==> config.mk <==
export PLATFORM = sky130hd
export DESIGN_NAME = reg_write_arbiter_rr
export DESIGN_NICKNAME = d
export VERILOG_FILES = /design/src/rtl/reg_write_arbiter_rr.sv
export SDC_FILE = /design/constraint.sdc
export NUM_CORES = 1
export LEC_CHECK = 0
export CAP_MARGIN = 40
export CORE_MARGIN = 8
export CORE_UTILIZATION = 28
export CTS_CLUSTER_SIZE = 16
export DETAILED_ROUTE_END_ITERATION = 16
export SLEW_MARGIN = 10
export SYNTH_ARGS = -nofsm -noshare
export SYNTH_HDL_FRONTEND = slang
export SYNTH_SLANG_ARGS = --single-unit
==> constraint.sdc <==
create_clock -name clk -period 2.2 [get_ports clk]
set_clock_uncertainty 0.15 [all_clocks]
set_input_delay 0.44 -clock clk [delete_from_list [all_inputs] [get_ports clk]]
set_output_delay 0.44 -clock clk [all_outputs]
set_load 0.1 [all_outputs]
==> src/rtl/reg_write_arbiter_rr.sv <==
// reg_write_arbiter_rr: round-robin arbiter owning writes to one shared WIDTH-bit register.
// Define ARB_LOCK_EN to let a granted requester hold ownership across cycles via lock.
module reg_write_arbiter_rr #(
    parameter int NREQ = 4,
    parameter int WIDTH = 8
) (
    input  logic                      clk,
    input  logic                      rst,
    input  logic [NREQ-1:0]           req,
    input  logic [NREQ*WIDTH-1:0]     data,
    input  logic [NREQ-1:0]           lock,
    output logic [NREQ-1:0]           grant,
    output logic [WIDTH-1:0]          q,
    output logic [$clog2(NREQ)-1:0]   q_owner,
    output logic                      q_valid
);
    localparam int PW = $clog2(NREQ);

    logic [PW-1:0] ptr, ptr_n, rr_idx, g;
    logic          rr_hit, hit, adv;

    function automatic logic [PW-1:0] nxt(input logic [PW-1:0] i);
        return (int'(i) == NREQ - 1) ? '0 : i + 1'b1;
    endfunction

    // First requesting index at or after ptr, wrapping around.
    always_comb begin
        logic [PW-1:0] j;
        rr_hit = 1'b0;
        rr_idx = '0;
        j = '0;
        for (int k = 0; k < NREQ; k++) begin
            j = PW'((int'(ptr) + k) % NREQ);
            if (!rr_hit && req[j]) begin
                rr_hit = 1'b1;
                rr_idx = j;
            end
        end
    end

`ifdef ARB_LOCK_EN
    typedef enum logic {UNLOCKED, LOCKED} state_t;
    state_t        state, state_n;
    logic [PW-1:0] owner, owner_n;

    always_ff @(posedge clk or posedge rst) begin
        if (rst) begin
            state <= UNLOCKED;
            owner <= '0;
        end else begin
            state <= state_n;
            owner <= owner_n;
        end
    end

    // While locked the owner keeps the register reserved even when not requesting.
    always_comb begin
        state_n = state;
        owner_n = owner;
        g       = rr_idx;
        hit     = rr_hit;
        ptr_n   = nxt(rr_idx);
        adv     = rr_hit;
        if (state == LOCKED) begin
            g     = owner;
            hit   = req[owner];
            ptr_n = nxt(owner);
            adv   = !lock[owner];
            if (!lock[owner])
                state_n = UNLOCKED;
        end else if (rr_hit && lock[rr_idx]) begin
            state_n = LOCKED;
            owner_n = rr_idx;
            adv     = 1'b0;
        end
    end
`else
    logic unused_lock;
    assign unused_lock = ^lock;

    always_comb begin
        g     = rr_idx;
        hit   = rr_hit;
        ptr_n = nxt(rr_idx);
        adv   = rr_hit;
    end
`endif

    assign grant = (rst || !hit) ? '0 : NREQ'(1) << g;

    always_ff @(posedge clk or posedge rst) begin
        if (rst) begin
            q       <= '0;
            q_owner <= '0;
            q_valid <= 1'b0;
            ptr     <= '0;
        end else begin
            if (hit) begin
                q       <= data[g*WIDTH +: WIDTH];
                q_owner <= g;
                q_valid <= 1'b1;
            end
            if (adv)
                ptr <= ptr_n;
        end
    end
endmodule

==> flow_summary.yaml <==
status:
  outcome: "finished, violations left"
  violations: "setup timing"
die:
  core_um2: 3028
  start_util: 0.2913
  rows: 20
  ios: 57
  die_w_um: 72.13
  die_h_um: 72.13
  fp.dieArea_um2: 5202
synth:
  synth_most_common_cell: "mux2i_1"
  post-synth-top-area-fraction: 0.3688
  synth_flop_cell: "dfrtp_1"
  synth_mux_area_frac: 0.1929
  ys_ff_latch: 13
  synthXorXnorAreaFrac: 0
  ys_warn_count: 0
  synthesis.nets: 128
  post_synth_most_frequent_cells: "17 x mux2i_1, 13 x dfrtp_1, 8 x a21oi_1, 8 x o2bb2ai_1, 4 x nand2_1"
  ys_types: 30
  syn_area_um2: 882.1
  postSynthCellCount: 86
  synth.largest_area_cell: "dfrtp_1"
  avgSynthCellArea_um2: 10.26
  yosysSeqAreaShare: 0.3688
  synth_fa_ha_area_frac: 0
  synth-compound-area-share: 0.2482
  synthSimpleGateAreaFrac: 0.1078
  netlist_top_cells_area: "dfrtp_1 37%, mux2i_1 19%, o2bb2ai_1 7.9%"
  synth_top_family_by_area: "compound AO/OA/AOI/OAI gates"
  async_flop_share: 1.000
  synth_edf_count: 0
timing:
  relSlewSlack: 0.6655
  tns_ns: -0.3452
  finalCritPeriodShare: 1.057
  setup_ws_ns: -0.1250
  fin_crit_ns: 2.325
  worst_pin_slew_ns: 0.5012
  rsz0062_at_grt: "yes"
  finalMaxSlewViolations: 0
  final-hold-violation-count: 0
  setup_viol: 4
  clock.fmax_mhz: 430.1
placed_design:
  gp_congestion: 0.8808
  dp_slack_ns: -0.4487
  portBuffers: 52
  dp_cells: 191
  hpwl_um: 2337
  place_area_um2: 1582
pwr:
  p_leak_nw: 0.7047
  power_mw: 2.065
  power_density_nw_per_um2: 1247
  ir_drop_uv: 528.7
final_layout:
  diodes: 0
  synthToLayoutAreaGrowth_pct: 87.66
  layout-drive-gt1-share: 0.3553
  fin_cells: 196
  fin_area_um2: 1655
  nets: 195
  fillerInstances: 275
setup_path:
  crit_required_ns: 1.61
  setup.worst_path.class: "reg2out"
  cp.arrival_ns: 1.73
  cp-start-kind: "flip-flop"
  crit_fanout: 6
  critPathCaptureType: "primary output"
grt:
  track_usage: 0.1108
  grt_pass1_vias: 977
  grt_pass1_wl_um: 4712
  grt.overflow.total: 0
  grt_max_degree: 19
  antenna_found_initial: 0
route:
  vias_per_cell: 4.745
  drtAntennaViolNets: 0
  num_vias: 930
  first_pass_iters: 4
  drc: 0
  routed_wl_um: 2869
  avgRoutedWirePerCell_um: 14.64
  drt_iter0_drc: 17
cts:
  cts-htree-levels: 1
  hold_buffers: 0
  cts_root_buffer: "clkbuf_4"
  numCtsBuffers: 3
  cts_tree: "yes"
  clkLatencyLatePin_ns: 0.26
  clock-sinks: 13
  clk_transition_reported_paths_ns: 0.08
  cts.path.max_buffers: 2
min_path:
  holdCritPathClass: "reg2reg"
flow_run:
  maxCapViolCount: 0
## path summary, 6_finish.rpt
check | startpoint | to | slack, ns | depth (start not counted)
max | ptr[1] | grant[3] | -0.12 | 4
min | q_owner[0] | q_owner[0] | 0.33 | 2
max reg2reg | ptr[1] | q[1] | 0.13 | 7
min reg2reg | q_owner[0] | q_owner[0] | 0.33 | 2
max in group asynchronous | rst | ptr[0] | 1.00 | 2
min in group asynchronous | rst | q[4] | 0.53 | 2
## cell type report
class / instances / area (µm²) / area share
inverters: 3 / 11.26 / 0.006803
well taps: 44 / 55.05 / 0.03326
multi-input cells: 63 / 569.3 / 0.3439
flip-flops and latches: 13 / 327.8 / 0.1980
repair buffers: 69 / 665.6 / 0.4021
clock buffers: 4 / 26.28 / 0.01587
## metrics by stage
step                hold slack, ns  utilization
floorplan                   0.1670            -
detailed placement          0.3165       0.5223
global route                0.3651       0.5467
global placement            0.3064       0.5223
finish                      0.3336       0.5467
CTS                         0.3357       0.5430
## sequential cells by signal (all words and copies together), names as in the netlist
register / count
ptr: 2
q_owner: 2
q_valid: 1
q: 8
## per-layer routing
metal,global-route usage,part of all wire
met5,0,0
met4,0.02041,0
met3,0.04959,0.11
met2,0.1795,0.46
met1,0.1316,0.43
## power by group
group / internal [mW] / switching [mW]
sequential: 0.338 / 0.0787
clock: 0.0701 / 0.0712
combinational: 0.481 / 1.03
## logic make-up (layout without fill, tap and decap cells)
group,after synthesis,count (layout)
DFF,13,13
muxes,17,17
and+or+nand+nor,16,16
AOI/OAI and AO/OA,30,30
buffers and inverters,10,76
## worst max-delay path: stages (launching register included)
cell and delay, ns:
dfrtp_2 0.44, mux2i_2 0.28, o221ai_4 0.18, nor4b_4 0.34, buf_12 0.22
## what timing repair did
action | CTS | global route
resized for setup | 22 | 1
pin swaps | 6 | 1
hold endpoints to repair | 0 | 0
setup endpoints to repair | 12 | 4
setup buffers | 0 | 1
## layout by cell type (no fill, tap or decap), types with 2 or more instances in the layout
| master | count |
|---|---|
| o2bb2ai_1 | 8 |
| nand2_1 | 3 |
| mux2i_1 | 16 |
| clkbuf_4 | 3 |
| clkdlybuf4s50_1 | 33 |
| o21ai_0 | 2 |
| buf_12 | 4 |
| a21oi_1 | 8 |
| nor4_4 | 2 |
| a21o_1 | 2 |
| clkdlybuf4s15_2 | 2 |
| buf_4 | 26 |
| a21oi_2 | 2 |
| inv_1 | 2 |
| dfrtp_1 | 11 |
| dfrtp_2 | 2 |
| buf_6 | 2 |
| nand2b_1 | 2 |
Power figures use the tool's default switching activity.
